<file path="src/rtl/csi2_rx_packet_parser.sv">
// CSI-2 receive packet parser for loopback/self-test of the camera link.
// Takes a lane-merged 32-bit byte stream (byte0 = s_data[7:0] first on wire),
// parses short/long packet headers, checks header ECC, and forwards the payload
// of the selected VC/DT as a push-only pixel stream with SOF (tuser) and EOL (tlast).
//
// Ports:
//   clk_100M, reset          clock, asynchronous active-high reset
//   s_data/s_valid/s_sot     input byte stream, s_sot marks a packet header word
//   status_clr               pulse clearing the sticky error flags
//   m_axis_*                 registered payload stream, no backpressure
//   frame_active             high between FS and FE
//   frame_count/line_count   FE count (wrapping) and lines completed in frame
//   ecc_err/len_err/crc_err  sticky error flags
//
// Optional feature macro: CSI2_RX_CRC_CHECK_EN enables payload CRC-16 checking;
// when undefined the CRC word is consumed unchecked and crc_err is tied low.
module csi2_rx_packet_parser #(
  parameter logic [1:0]  VC_SEL = 2'd0,
  parameter logic [5:0]  DT_SEL = 6'h24,
  parameter logic [15:0] MAX_WC = 16'd7680
) (
  input  logic        clk_100M,
  input  logic        reset,
  input  logic [31:0] s_data,
  input  logic        s_valid,
  input  logic        s_sot,
  input  logic        status_clr,
  output logic [31:0] m_axis_tdata,
  output logic        m_axis_tvalid,
  output logic        m_axis_tuser,
  output logic        m_axis_tlast,
  output logic        frame_active,
  output logic [15:0] frame_count,
  output logic [15:0] line_count,
  output logic        ecc_err,
  output logic        len_err,
  output logic        crc_err
);

  typedef enum logic [2:0] {StIdle, StPayload, StSkip, StCrc, StDrop} state_e;

  // Parity masks over header bits [23:0] for the six CSI-2 ECC bits.
  function automatic logic [5:0] ecc_calc(input logic [23:0] d);
    logic [5:0] p;
    p[0] = ^(d & 24'hF12CB7);
    p[1] = ^(d & 24'hF2555B);
    p[2] = ^(d & 24'h749A6D);
    p[3] = ^(d & 24'hB8E38E);
    p[4] = ^(d & 24'hDF03F0);
    p[5] = ^(d & 24'hEFFC00);
    return p;
  endfunction

  state_e      state_q, state_d;
  logic [13:0] cnt_q, cnt_d;
  logic        sof_q, sof_d;
  logic        fa_q, fa_d;
  logic [15:0] fc_q, fc_d;
  logic [15:0] lc_q, lc_d;
  logic        ecc_err_q, ecc_err_d;
  logic        len_err_q, len_err_d;
  logic [31:0] tdata_q, tdata_d;
  logic        tvalid_q, tvalid_d;
  logic        tuser_q, tuser_d;
  logic        tlast_q, tlast_d;

  logic [1:0]  vc;
  logic [5:0]  dt;
  logic [15:0] wc;
  logic        ecc_ok;

  assign vc     = s_data[7:6];
  assign dt     = s_data[5:0];
  assign wc     = s_data[23:8];
  assign ecc_ok = (s_data[31:24] == {2'b00, ecc_calc(s_data[23:0])});

`ifdef CSI2_RX_CRC_CHECK_EN
  logic [15:0] crc_q, crc_d;
  logic        crc_err_q, crc_err_d;

  // Reflected CRC-16 (0x1021 -> 0x8408), byte0 first, LSB first within each byte.
  function automatic logic [15:0] crc_word(input logic [15:0] c, input logic [31:0] w);
    logic [15:0] r;
    r = c;
    for (int i = 0; i < 32; i++) begin
      if (r[0] ^ w[i]) r = (r >> 1) ^ 16'h8408;
      else             r = r >> 1;
    end
    return r;
  endfunction
`endif

  always_comb begin
    state_d   = state_q;
    cnt_d     = cnt_q;
    sof_d     = sof_q;
    fa_d      = fa_q;
    fc_d      = fc_q;
    lc_d      = lc_q;
    // Clear first so a same-cycle error set below takes priority.
    ecc_err_d = status_clr ? 1'b0 : ecc_err_q;
    len_err_d = status_clr ? 1'b0 : len_err_q;
    tdata_d   = '0;
    tvalid_d  = 1'b0;
    tuser_d   = 1'b0;
    tlast_d   = 1'b0;
`ifdef CSI2_RX_CRC_CHECK_EN
    crc_d     = crc_q;
    crc_err_d = status_clr ? 1'b0 : crc_err_q;
`endif

    if (s_valid && s_sot) begin
      // A header in any state starts a new packet; mid-packet it is a truncation.
      if (state_q == StPayload || state_q == StSkip || state_q == StCrc) len_err_d = 1'b1;
      state_d = StIdle;
`ifdef CSI2_RX_CRC_CHECK_EN
      crc_d = 16'hFFFF;
`endif
      if (!ecc_ok) begin
        ecc_err_d = 1'b1;
        state_d   = StDrop;
      end else if (dt <= 6'h0F) begin
        if (vc == VC_SEL && dt == 6'h00) begin
          fa_d  = 1'b1;
          lc_d  = '0;
          sof_d = 1'b1;
        end else if (vc == VC_SEL && dt == 6'h01) begin
          fa_d = 1'b0;
          fc_d = fc_q + 16'd1;
        end
      end else if (wc > MAX_WC || wc[1:0] != 2'b00) begin
        len_err_d = 1'b1;
        state_d   = StDrop;
      end else if (wc == 16'd0) begin
        state_d = StCrc;
      end else begin
        cnt_d   = wc[15:2];
        state_d = (vc == VC_SEL && dt == DT_SEL) ? StPayload : StSkip;
      end
    end else if (s_valid) begin
      unique case (state_q)
        StPayload, StSkip: begin
          cnt_d = cnt_q - 14'd1;
`ifdef CSI2_RX_CRC_CHECK_EN
          crc_d = crc_word(crc_q, s_data);
`endif
          if (state_q == StPayload) begin
            tvalid_d = 1'b1;
            tdata_d  = s_data;
            tuser_d  = sof_q;
            sof_d    = 1'b0;
            if (cnt_q == 14'd1) begin
              tlast_d = 1'b1;
              lc_d    = lc_q + 16'd1;
            end
          end
          if (cnt_q == 14'd1) state_d = StCrc;
        end
        StCrc: begin
`ifdef CSI2_RX_CRC_CHECK_EN
          if (s_data[15:0] != crc_q) crc_err_d = 1'b1;
`endif
          state_d = StIdle;
        end
        default: ;
      endcase
    end
  end

  always_ff @(posedge clk_100M or posedge reset) begin
    if (reset) begin
      state_q   <= StIdle;
      cnt_q     <= '0;
      sof_q     <= 1'b0;
      fa_q      <= 1'b0;
      fc_q      <= '0;
      lc_q      <= '0;
      ecc_err_q <= 1'b0;
      len_err_q <= 1'b0;
      tdata_q   <= '0;
      tvalid_q  <= 1'b0;
      tuser_q   <= 1'b0;
      tlast_q   <= 1'b0;
    end else begin
      state_q   <= state_d;
      cnt_q     <= cnt_d;
      sof_q     <= sof_d;
      fa_q      <= fa_d;
      fc_q      <= fc_d;
      lc_q      <= lc_d;
      ecc_err_q <= ecc_err_d;
      len_err_q <= len_err_d;
      tdata_q   <= tdata_d;
      tvalid_q  <= tvalid_d;
      tuser_q   <= tuser_d;
      tlast_q   <= tlast_d;
    end
  end

`ifdef CSI2_RX_CRC_CHECK_EN
  always_ff @(posedge clk_100M or posedge reset) begin
    if (reset) begin
      crc_q     <= 16'hFFFF;
      crc_err_q <= 1'b0;
    end else begin
      crc_q     <= crc_d;
      crc_err_q <= crc_err_d;
    end
  end
  assign crc_err = crc_err_q;
`else
  assign crc_err = 1'b0;
`endif

  assign m_axis_tdata  = tdata_q;
  assign m_axis_tvalid = tvalid_q;
  assign m_axis_tuser  = tuser_q;
  assign m_axis_tlast  = tlast_q;
  assign frame_active  = fa_q;
  assign frame_count   = fc_q;
  assign line_count    = lc_q;
  assign ecc_err       = ecc_err_q;
  assign len_err       = len_err_q;

endmodule

</file>
<file path="config.mk">
export PLATFORM = sky130hd
export DESIGN_NAME = csi2_rx_packet_parser
export DESIGN_NICKNAME = d
export VERILOG_FILES = /design/src/rtl/csi2_rx_packet_parser.sv
export SDC_FILE = /design/constraint.sdc
export NUM_CORES = 1
export LEC_CHECK = 0
export CORE_UTILIZATION = 28
export CTS_CLUSTER_SIZE = 16
export DETAILED_ROUTE_END_ITERATION = 7
export PLACE_DENSITY = 0.5
export SLEW_MARGIN = 10
export SYNTH_ARGS = -nofsm -noshare
export SYNTH_HDL_FRONTEND = slang
export SYNTH_SLANG_ARGS = --single-unit
export TNS_END_PERCENT = 100
</file>
<file path="constraint.sdc">
create_clock -name clk_100M -period 8.4 [get_ports clk_100M]
set_input_delay 1.68 -clock clk_100M [delete_from_list [all_inputs] [get_ports clk_100M]]
set_output_delay 1.68 -clock clk_100M [all_outputs]
set_load 0.01 [all_outputs]
</file>
* Yosys cells after proc, flatten, opt, wreduce, memory -nomap -nowiden
Cells that the tools add are included.
** Cells by class
- Magnitude comparators :: 2
- Add/sub/neg operators :: 3
- Bitwise operators :: 1
- Equality and inequality tests :: 14
- Reduce and logical (&&, ||, !) cells :: 30
- Muxes and demuxes :: 59
** Operator list (number)
- parity 24 bit :: 6
- two-way mux 16 bit :: 8
- two-way mux 32 bit :: 4
- two-way mux 14 bit :: 7
- adder 16 x 1 -> 16 bit, second input constant :: 2
- two-way mux 1 bit :: 31
- two-way mux 3 bit :: 6
- greater-than comparator 16 x 13 -> 1 bit, second input constant :: 1
- zero test 16 bit :: 1
- == test 14 x 1 -> 1 bit, second input constant :: 1
- subtractor 14 x 1 -> 14 bit, second input constant :: 1
- AND reduction 6 bit :: 2
- nonzero test 2 bit :: 6
- == test 8 x 6 -> 1 bit :: 1
- != test 2 bit, second input constant :: 4
- AND reduction 7 bit :: 1
- == test 3 x 2 -> 1 bit, second input constant :: 2
- == test 6 x 1 -> 1 bit, second input constant :: 1
- == test 6 bit, second input constant :: 1
- less-or-equal comparator 6 x 4 -> 1 bit, second input constant :: 1
- zero test 6 bit :: 1
- case mux 3 bit (2 select lines) :: 1
- AND reduction 5 bit :: 1
- logical AND 1 bit :: 4
- other kinds (11) :: 15
** Storage, ports and cells
- Logic and storage cells :: 121
- Bits in registers :: 88
- Output and inout port bits :: 71
- Input port bits :: 37

* Logic depth before layout (Yosys ltp)
Gate-level depths: netlist of the first run.
- Word-level depth :: 8
- Gate-level depth with buffers :: 11
- Mapped depth without buffers :: 9

* Least setup slack after synthesis of the first run
Ideal clock, no wire load.
- Path type :: input -> register
- Start point :: input s_data[21]
- End point :: register cnt_q[3]
- Setup time :: 121 ps
- Stages :: 10
- Path slack :: 4258 ps
- Data arrival time :: 4021 ps
- Path buffers :: 1
- Required time :: 8279 ps
- Path through :: inv_1 ha_1 xnor2_1 xnor3_1 xnor2_1 o2111ai_1 or2_1 clkbuf_1 a221o_1 a22o_1
** Between the ends
- Longest elaborated chain between the ends :: 4
- Elaborated cells on any way between the ends :: 13
- Those cells by class :: order compare (1); eq/ne (4); reduce/logical (8)
** RTL lines
- from (decl) :: line 24 : input logic [31:0] s_data,
- greater-than comparator 16 x 13 -> 1 bit, or another cell as far along :: line 131 : end else if (wc > MAX_WC || wc[1:0] != 2'b00) begin
- logical OR 1 bit / == test 8 x 6 -> 1 bit (equally long branches) :: line 131, 75
- != test 2 bit (no line)
- AND reduction 6 bit (no line) *
- to (signal assigned) :: line 186 : cnt_q <= cnt_d;
- to (decl) :: line 55 : logic [13:0] cnt_q, cnt_d;
Mark *: on every way between the ends. The rest lies on a longest branch, timed or not.
A chain may end at the register's enable or synchronous reset.

* Worst setup path after layout of the first run
- Start point :: input s_sot
- End point :: register cnt_q[0]
** Between the ends
- Longest elaborated chain between the ends :: 3
- Elaborated cells on any way between the ends :: 9
- Those cells by class :: eq/ne (4); mux (1); reduce/logical (4)
** RTL lines
- from (decl) :: line 26 : input logic s_sot,
- logical AND 1 bit * :: line 112 : if (s_valid && s_sot) begin
- != test 2 bit (no line) / nonzero test 2 bit (equally long branches)
- AND reduction 6 bit (no line)
Marked as above.

==> results of run 1 <==
-- final cells by class --
| cell class | instances | area [um^2] |
|---|---|---|
| Fill cell | 1725 | 10800 |
| Sequential cell | 88 | 2200 |
| Clock buffer | 11 | 243 |
| Multi-Input combinational cell | 360 | 2520 |
| Inverter | 34 | 130 |
| Tap cell | 225 | 282 |
| Clock inverter | 5 | 56.3 |
| Timing Repair Buffer | 108 | 1080 |
-- cell usage in the layout (no fill, tap or decap), types with 9 or more instances in the layout --
cell,n
a21o_1,11
inv_1,32
o31ai_1,12
and2_1,13
nand3_1,27
nor3_1,12
clkbuf_16,9
clkdlybuf4s50_1,106
ha_1,22
xor2_1,17
and3_1,18
nand2_1,31
a21oi_1,10
nor2_1,50
xnor2_1,28
nand4_1,9
dfrtp_1,88
-- final timing paths --
check,start,end,cells past startpoint
worst max-delay path,s_sot,cnt_q[0]$_DFFE_PP0P_,7
min in group asynchronous,reset,m_axis_tdata[21]$_DFF_PP0_,2
max in group asynchronous,reset,frame_count[10]$_DFFE_PP0P_,3
worst min-delay path,frame_count[15]$_DFFE_PP0P_,frame_count[15]$_DFFE_PP0P_,1
worst min register to register,frame_count[15]$_DFFE_PP0P_,frame_count[15]$_DFFE_PP0P_,1
worst max register to register,cnt_q[6]$_DFFE_PP0P_,line_count[13]$_DFFE_PP0P_,7
-- report_power, final --
group	switching, W	internal (W)	total [W]	leakage, nW
Sequential	0.00000521	0.000429	0.000435	1.19
Clock	0.000172	0.000238	0.000410	0.145
Combinational	0.0000770	0.0000728	0.000150	1.72
Total	0.000254	0.000741	0.000995	3.06
-- routing by layer --
layer	vias up	global-route usage (%)	wire, um
met2	103	27.3	6690
met3	9	3.49	588
met4	0	3.81	127
met1	1992	21.5	6660
met5	-	0	0
li1	1966	-	-
-- synth_stat cells, drive strengths merged (2+ instances only) --
cell | instances | area share [%]
a211o | 5 | 0.89
and3 | 18 | 2.3
o31ai | 12 | 1.8
xnor3 | 7 | 3.2
and2 | 13 | 1.6
clkbuf | 11 | 0.83
nor3 | 12 | 1.2
o2bb2ai | 2 | 0.35
xor2 | 17 | 3.0
o21bai | 3 | 0.46
o211ai | 2 | 0.30
xnor2 | 28 | 5.0
a21oi | 10 | 1.0
a2bb2oi | 3 | 0.53
or4 | 2 | 0.46
inv | 33 | 2.5
o21a | 2 | 0.30
or2 | 5 | 0.63
nand3 | 27 | 2.7
o32ai | 3 | 0.53
nand2 | 31 | 2.4
nand4 | 9 | 1.1
o21ai | 13 | 1.3
nor3b | 2 | 0.30
a31oi | 2 | 0.56
a21o | 11 | 1.7
nor4 | 7 | 0.89
o22ai | 5 | 0.63
buf | 8 | 1.1
nand2b | 3 | 0.38
mux2 | 2 | 0.46
dfrtp | 88 | 45
or3 | 4 | 0.51
nor2 | 51 | 3.9
a211oi | 2 | 0.30
nor4b | 2 | 0.35
ha | 22 | 5.6
o41ai | 5 | 1.3
a22oi | 5 | 0.76
-- cells by family after synthesis --
family | count (synthesis) | synth area share (%)
simple gates | 187 | 19.0
compound gates | 95 | 14.5
flops | 88 | 44.5
buf+inv | 53 | 4.53
xor+xnor | 52 | 11.2
fa+ha+maj | 22 | 5.57
mux | 3 | 0.658
other cells | 1 | 0.0758
-- flip-flops by register name, summed over array words and instances, names as in the netlist --
| signal | count |
|---|---|
| cnt_q | 14 |
| ecc_err | 1 |
| frame_active | 1 |
| frame_count | 16 |
| len_err | 1 |
| line_count | 16 |
| m_axis_tdata | 32 |
| m_axis_tlast | 1 |
| m_axis_tuser | 1 |
| m_axis_tvalid | 1 |
| sof_q | 1 |
| state_q | 3 |
-- metrics by stage --
stage	util (%)	total power (W)
3_3_place_gp	35.9	0.000592
6_report	37.6	0.000995
4_1_cts	37.6	0.00101
5_1_grt	37.6	0.00104
3_5_place_dp	35.9	0.000593
2_1_floorplan	-	0.000544
-- worst register-to-register path: cells and delay by family (launching register included) --
| family | cells | cell delay, ns |
|---|---|---|
| buf+inv | 1 | 0.17 |
| simple gates | 4 | 2.02 |
| flops | 1 | 0.45 |
| compound gates | 2 | 0.46 |
==> impl_metrics.yaml, run 1 <==
status:
  status: "finished clean"
drt:
  antenna_left: 0
  drc: 0
  dr.pass1.iters: 4
  vias: 4070
  wl_per_cell_um: 16.9
  drt_iter0_drc: 169
  wl_um: 14100
  viasPerCell: 4.90
clock_network:
  cts_tree: "yes"
  clkSlewWorstSetupHoldPaths_ns: 0.07
  postCtsSetupBuffers: 0
  hold_buffers: 0
  cts_resized: 0
  numCtsBuffers: 9
  clock_latency_ns: 0.35
  cts.sinks: 88
  cts_root_buffer: "clkbuf_16"
  ctsHtreeMaxLevel: 3
  cts.path.max_buffers: 2
setup_path:
  cp-start-kind: "primary input"
  path_max_fanout: 28
  slowest_delay_ns: 0.96
  path_buf_inv: 1
  crit_required_ns: 8.64
  crit_chain: "clkdlybuf4s50_1, nand2_1, nor4_1, nand2_1, a21boi_1, a21oi_1, a31o_1"
  path_delay_family: "simple AND/OR/NAND/NOR gates"
  rrSetupSlack_ns: 5.17
  crit_path_end_kind: "register"
  cp_slowest_cell: "clkdlybuf4s50_1"
  worst_ep_arrival_time_ns: 5.55
  crit_path_frequent_cell: "nand2_1"
  setup.worst_path.class: "primary input to register"
timing:
  worst_slack_ns: 3.09
  clock.fmax_ghz: 0.188
  finalSetupTns_ns: 0
  worstMarginPinSlew_ns: 1.04
  hold_ws_ns: 0.468
  max-slew-margin-rel_pct: 29.4
  setup_viol: 0
  fin_crit_ns: 5.31
  rsz0062_at_grt: "false"
  finalHoldViolCount: 0
  skew_ns: 0.00828
  finalCritPeriodShare_pct: 63.3
  maxSlewViolCount: 0
cells_and_area:
  fin_area_um2: 6510
  final_nets: 660
  diodes: 0
  drive_gt1_share_pct: 4.46
  finalNonFillerCells: 831
  syn2layout_area_growth_pct: 31.6
power:
  p_per_area_nw_per_um2: 153
  power.leakage_nw: 3.06
  peakVddDrop_uv: 91.9
floorplanning:
  dieHeight_um: 135
  fp.dieW_um: 135
  dieArea_um2: 18200
  ios: 108
  core-area_um2: 17300
  placementRows: 48
  initial_utilization_pct: 28.6
synthesis:
  syn_area_per_cell_um2: 9.87
  netlist_instances: 501
  synth_seq_area_share_pct: 44.5
  synth_edf_count: 0
  synthFlopType: "dfrtp_1"
  syn-cell-area_um2: 4950
  yosysUniqueCellTypes: 62
  synth_nets: 560
  synth-seq-cells: 88
  yosysWarnings: 0
  async_reset_ff_share_pct: 100
worst_hold_path:
  hold_class: "register to register"
flow_run:
  drv_cap: 0
grt:
  track_usage_pct: 16.3
  grt_pass1_wl_um: 22900
  antenna_found_initial: 0
  grt_max_degree: 58
  grt_overflow: 0
  grt_pass1_vias: 4218
placement:
  port_buffers: 106
  gp_congestion: 0.836
  dp_hpwl_um: 10400
  dp_slack_ns: 2.76
  dpl-instance-area_um2: 6210
  place_inst: 815
Note: power is estimated with default switching activity, not from simulation.
==> run 2, diff against run 1 <==
--- a/config.mk
+++ b/config.mk
@@ -8,7 +8,7 @@
 export CORE_UTILIZATION = 28
 export CTS_CLUSTER_SIZE = 16
 export DETAILED_ROUTE_END_ITERATION = 7
-export PLACE_DENSITY = 0.5
+export PLACE_DENSITY = 0.52
 export SLEW_MARGIN = 10
 export SYNTH_ARGS = -nofsm -noshare
 export SYNTH_HDL_FRONTEND = slang
==> constraint.sdc (replaced) <==
create_clock -name clk_100M -period 4.4 [get_ports clk_100M]
set_input_delay 0.88 -clock clk_100M [delete_from_list [all_inputs] [get_ports clk_100M]]
set_output_delay 0.88 -clock clk_100M [all_outputs]
set_load 0.01 [all_outputs]
==> run 2 against run 1 <==
Cell area up 1.5%. Critical path depth up 4. Combinational power up 94%. Count of clock-buffer cells in the layout unchanged. Highest routed layer unchanged. Via count up 1.4%. Largest power group unchanged. Total power up 91%. Critical endpoint is now cnt_q[3]$_DFFE_PP0P_.
==> impl_metrics.yaml, run 2 (synthesis results as in run 1) <==
timing:
  clock.fmax_ghz: 0.264
  finalHoldViolCount: 0
  max-slew-margin-rel_pct: 49.0
  finalCritPeriodShare_pct: 86.1
  finalSetupTns_ns: 0
  fin_crit_ns: 3.79
  setup_viol: 0
  rsz0062_at_grt: "false"
  maxSlewViolCount: 0
  hold_ws_ns: 0.480
  skew_ns: 0.0118
  worstMarginPinSlew_ns: 0.766
setup_path:
  path_max_fanout: 29
  r2r_cells: 7
  rrSetupSlack_ns: 1.11
  r2r-end: "line_count[13]$_DFFE_PP0P_"
  cp_slowest_cell: "clkdlybuf4s50_1"
  crit_path_end_kind: "register"
  crit_required_ns: 4.64
  slowest_delay_ns: 0.54
  crit_chain: "clkdlybuf4s50_1, inv_1, ha_1, xnor2_1, xnor3_1, xnor2_1, o2111ai_1, or2_1, buf_12, a221o_1, a22o_1"
  reg2reg_from: "cnt_q[6]$_DFFE_PP0P_"
  worst_ep_arrival_time_ns: 4.03
  setup.worst_path.class: "primary input to register"
  crit_path_frequent_cell: "xnor2_1"
  path_delay_family: "XOR/XNOR gates"
  cp-start-kind: "primary input"
  path_buf_inv: 3
floorplanning:
  core-area_um2: 17300
  placementRows: 48
  fp.dieW_um: 135
  initial_utilization_pct: 28.6
  ios: 108
  dieHeight_um: 135
  dieArea_um2: 18200
clock_network:
  cts_resized: 0
  cts_root_buffer: "clkbuf_16"
  clock_latency_ns: 0.35
  ctsHtreeMaxLevel: 3
  clkSlewWorstSetupHoldPaths_ns: 0.07
  numCtsBuffers: 9
  hold_buffers: 0
  postCtsSetupBuffers: 0
  cts.path.max_buffers: 2
  cts.sinks: 88
  cts_tree: "yes"
worst_hold_path:
  hold_depth: 1
  worstHoldStart: "frame_count[15]$_DFFE_PP0P_"
  hold_class: "register to register"
  min_to: "frame_count[15]$_DFFE_PP0P_"
power:
  switchingPower_w: 0.000475
  clkPwrFrac_pct: 41.1
  seqPwrFrac_pct: 43.6
  p_sw_share_pct: 25.0
  p_comb_share_pct: 15.3
  p_int_w: 0.00143
  peakVddDrop_uv: 233
  p_per_area_nw_per_um2: 288
  power.leakage_nw: 3.12
drt:
  drc: 0
  viasPerCell: 4.91
  antenna_left: 0
  dr.pass1.iters: 4
  drt_iter0_drc: 187
  wl_per_cell_um: 16.8
  wl_um: 14100
  vias: 4129
cells_and_area:
  final_nets: 672
  layout_common_cells: "clkdlybuf4s50_1 (106), dfrtp_1 (88), nor2_1 (50)"
  drive_gt1_share_pct: 6.17
  diodes: 0
  syn2layout_area_growth_pct: 33.6
  final_common_cell: "clkdlybuf4s50_1"
  largest_reg_flops: 32
flow_run:
  drv_cap: 0
grt:
  grt_pass1_vias: 4264
  grt_overflow: 0
  antenna_found_initial: 0
  grt_max_degree: 42
  grt_pass1_wl_um: 23300
  track_usage_pct: 16.9
status:
  status: "finished clean"
placement:
  dp_hpwl_um: 10500
  gp_congestion: 0.863
  port_buffers: 106
## run 2: cell type report
| cell class | instances | area (um^2) |
|---|---|---|
| repair buffers | 120 | 1180 |
| clock buffers | 11 | 253 |
| inverters | 34 | 130 |
| flip-flops and latches | 88 | 2200 |
| clock inverters | 3 | 42.5 |
| multi-input cells | 360 | 2520 |
| fillers | 1721 | 10700 |
| well taps | 225 | 282 |
## run 2: worst max-delay path by stage
stage,startpoint,depth (start not counted),end,slack (ns)
floorplan,s_data[21],10,cnt_q[3]$_DFFE_PP0P_,1.06
global placement,s_data[21],11,cnt_q[3]$_DFFE_PP0P_,0.36
detailed placement,s_data[21],11,cnt_q[3]$_DFFE_PP0P_,0.25
CTS,s_data[21],11,cnt_q[3]$_DFFE_PP0P_,0.61
global route,s_data[21],11,cnt_q[3]$_DFFE_PP0P_,0.42
finish,s_data[21],11,cnt_q[3]$_DFFE_PP0P_,0.61
## run 2: routing by layer
| layer | share of wire (%) | global-route usage (%) | vias to the layer above |
|---|---|---|---|
| met2 | 46 | 26.9 | 125 |
| met3 | 4.9 | 4.65 | 19 |
| met4 | 1.4 | 4.68 | 0 |
| met5 | 0 | 0 | - |
| met1 | 48 | 22.3 | 1997 |
| li1 | - | - | 1988 |
## run 2: per-stage QoR
stage / area (um^2) / power [W] / worst slack [ns] / cells / utilization [%]
final: 6610 / 0.00190 / 0.613 / 841 / 38.2
after global routing: 6610 / 0.00199 / 0.419 / 841 / 38.2
after CTS: 6610 / 0.00193 / 0.613 / 841 / 38.2
after detailed placement: 6310 / 0.00114 / 0.247 / 827 / 36.5
after global placement: 6310 / 0.00113 / 0.361 / 827 / 36.5
after floorplan: 4950 / 0.00104 / 1.06 / 501 / -
## run 2: power groups by stage
stage                     registers (W)  logic, W  clock network [W]
after floorplan                0.000843  0.000195                  0
after global placement         0.000844  0.000290                  0
after detailed placement       0.000844  0.000294                  0
after CTS                      0.000829  0.000295           0.000809
after global routing           0.000830  0.000318           0.000843
final                          0.000830  0.000291           0.000782
==> run 3, diff against run 2 <==
--- a/config.mk
+++ b/config.mk
@@ -5,10 +5,10 @@
 export SDC_FILE = /design/constraint.sdc
 export NUM_CORES = 1
 export LEC_CHECK = 0
-export CORE_UTILIZATION = 28
+export CORE_UTILIZATION = 46
 export CTS_CLUSTER_SIZE = 16
 export DETAILED_ROUTE_END_ITERATION = 7
-export PLACE_DENSITY = 0.52
+export PLACE_DENSITY = 0.78
 export SLEW_MARGIN = 10
 export SYNTH_ARGS = -nofsm -noshare
 export SYNTH_HDL_FRONTEND = slang
==> constraint.sdc (replaced) <==
create_clock -name clk_100M -period 4.4 [get_ports clk_100M]
set_input_delay 0.88 -clock clk_100M [delete_from_list [all_inputs] [get_ports clk_100M]]
set_output_delay 0.88 -clock clk_100M [all_outputs]
set_load 0.1 [all_outputs]
==> run 3 against run 2 <==
Flip-flop and latch count stayed put. Total power down 9.3%. First-iteration DRC count grew 59%. Largest cell class unchanged. Critical endpoint is now cnt_q[6]$_DFFE_PP0P_. Die area is 39% lower. Clock skew fell by 0.0051 ns. Core utilization up 23 points. Sequential share of layout area increased by 1.1 points. Critical path type unchanged. Maximum frequency shrank 1.2%. Non-clock buffer count is the same. Hold slack got worse by 0.010 ns.
==> impl_metrics.yaml, run 3 (synthesis results as in run 1) <==
status:
  status: "finished clean"
drt:
  wl_um: 12500
  drc: 0
  viasPerCell: 5.55
  wl_per_cell_um: 16.5
  drt_iter0_drc: 297
  antenna_left: 0
  dr.pass1.iters: 4
  vias: 4179
worst_hold_path:
  hold_depth: 1
  min_to: "frame_count[15]$_DFFE_PP0P_"
  hold_class: "register to register"
  worstHoldStart: "frame_count[15]$_DFFE_PP0P_"
clock_network:
  numCtsBuffers: 9
  hold_buffers: 0
  cts_resized: 0
  ctsHtreeMaxLevel: 3
  clock_latency_ns: 0.35
  postCtsSetupBuffers: 0
  cts_tree: "yes"
  cts.sinks: 88
  cts.path.max_buffers: 2
  cts_root_buffer: "clkbuf_8"
  clkSlewWorstSetupHoldPaths_ns: 0.08
timing:
  finalCritPeriodShare_pct: 87.2
  finalSetupTns_ns: 0
  worstMarginPinSlew_ns: 0.998
  clock.fmax_ghz: 0.261
  maxSlewViolCount: 0
  fin_crit_ns: 3.83
  setup_viol: 0
  max-slew-margin-rel_pct: 33.2
  skew_ns: 0.00664
  finalHoldViolCount: 0
  rsz0062_at_grt: "false"
setup_path:
  crit_required_ns: 4.63
  r2r_cells: 7
  rrSetupSlack_ns: 1.21
  path_max_fanout: 17
  r2r-end: "line_count[2]$_DFFE_PP0P_"
  cp-start-kind: "primary input"
  worst_ep_arrival_time_ns: 4.06
  crit_path_end_kind: "register"
  setup.worst_path.class: "primary input to register"
  reg2reg_from: "cnt_q[6]$_DFFE_PP0P_"
grt:
  grt_pass1_wl_um: 20800
  grt_max_degree: 34
  antenna_found_initial: 0
  grt_pass1_vias: 4241
  track_usage_pct: 23.7
  grt_overflow: 0
floorplanning:
  initial_utilization_pct: 47.7
  placementRows: 37
  dieArea_um2: 11200
  dieHeight_um: 106
  ios: 108
  core-area_um2: 10400
  fp.dieW_um: 106
cells_and_area:
  layout_common_cells: "clkdlybuf4s50_1 (106), dfrtp_1 (88), nor2_1 (50)"
  largest_reg_flops: 32
  final_nets: 672
  syn2layout_area_growth_pct: 29.2
  drive_gt1_share_pct: 6.00
  final_common_cell: "clkdlybuf4s50_1"
  diodes: 0
  fin_area_um2: 6390
placement:
  gp_congestion: 0.917
  port_buffers: 106
  dpl-instance-area_um2: 6190
  dp_hpwl_um: 9340
power:
  clkPwrFrac_pct: 34.2
  power_w: 0.00173
  p_comb_share_pct: 17.8
  p_per_area_nw_per_um2: 270
  seqPwrFrac_pct: 48.0
  power.leakage_nw: 3.07
  switchingPower_w: 0.000443
  peakVddDrop_uv: 150
  p_int_w: 0.00128
  p_sw_share_pct: 25.7
flow_run:
  drv_cap: 0
[run 3: cell count changes in the layout (fill, tap and decap cells not counted), sizes merged]
cell | before | now
bufinv | 1 | 2
clkinv | 3 | 4
clkinvlp | 1 | 0
[run 3: layout make-up]
class | instances | area (um^2)
fillers | 860 | 3980
inverters | 34 | 130
repair buffers | 120 | 1170
clock buffers | 11 | 131
multi-input cells | 360 | 2520
clock inverters | 4 | 70.1
well taps | 136 | 170
flip-flops and latches | 88 | 2200
[run 3: worst max-delay path by stage]
stage / startpoint / to / cells past startpoint
global route: s_data[21] / cnt_q[6]$_DFFE_PP0P_ / 11
detailed placement: s_data[21] / cnt_q[6]$_DFFE_PP0P_ / 11
CTS: s_data[21] / cnt_q[6]$_DFFE_PP0P_ / 11
floorplan: s_data[21] / frame_count[6]$_DFFE_PP0P_ / 9
global placement: s_data[21] / cnt_q[6]$_DFFE_PP0P_ / 11
finish: s_data[21] / cnt_q[6]$_DFFE_PP0P_ / 11
[run 3: power by group through the flow]
stage / sequential [W] / clock (W) / combinational [W]
2_1_floorplan: 0.000851 / 0 / 0.000198
3_3_place_gp: 0.000844 / 0 / 0.000300
3_5_place_dp: 0.000844 / 0 / 0.000306
4_1_cts: 0.000828 / 0.000606 / 0.000307
5_1_grt: 0.000830 / 0.000635 / 0.000337
6_report: 0.000828 / 0.000591 / 0.000307
[run 3: through the flow]
stage / util [%] / worst slack, ns / hold slack, ns / instances
2_1_floorplan: - / 1.06 / 0.454 / 501
3_3_place_gp: 59.7 / 0.291 / 0.460 / 738
3_5_place_dp: 59.7 / 0.215 / 0.462 / 738
4_1_cts: 61.6 / 0.586 / 0.477 / 753
5_1_grt: 61.6 / 0.321 / 0.505 / 753
6_report: 61.6 / 0.565 / 0.470 / 753
[run 3: per-layer routing]
layer | global-route usage (%) | wire length, um | vias up
li1 | - | - | 1985
met1 | 32.3 | 5660 | 2021
met2 | 37.6 | 5770 | 149
met3 | 4.27 | 741 | 24
met4 | 9.03 | 293 | 0
met5 | 0 | 0 | -
[run 3: critical path, stage by stage]
cell and delay (ns):
clkdlybuf4s50_1 0.51, inv_1 0.11, ha_1 0.33, xnor2_1 0.27
xnor3_1 0.47, xnor2_1 0.14, o2111ai_1 0.23, or2_1 0.43
buf_4 0.26, a221oi_1 0.29, o32ai_1 0.13
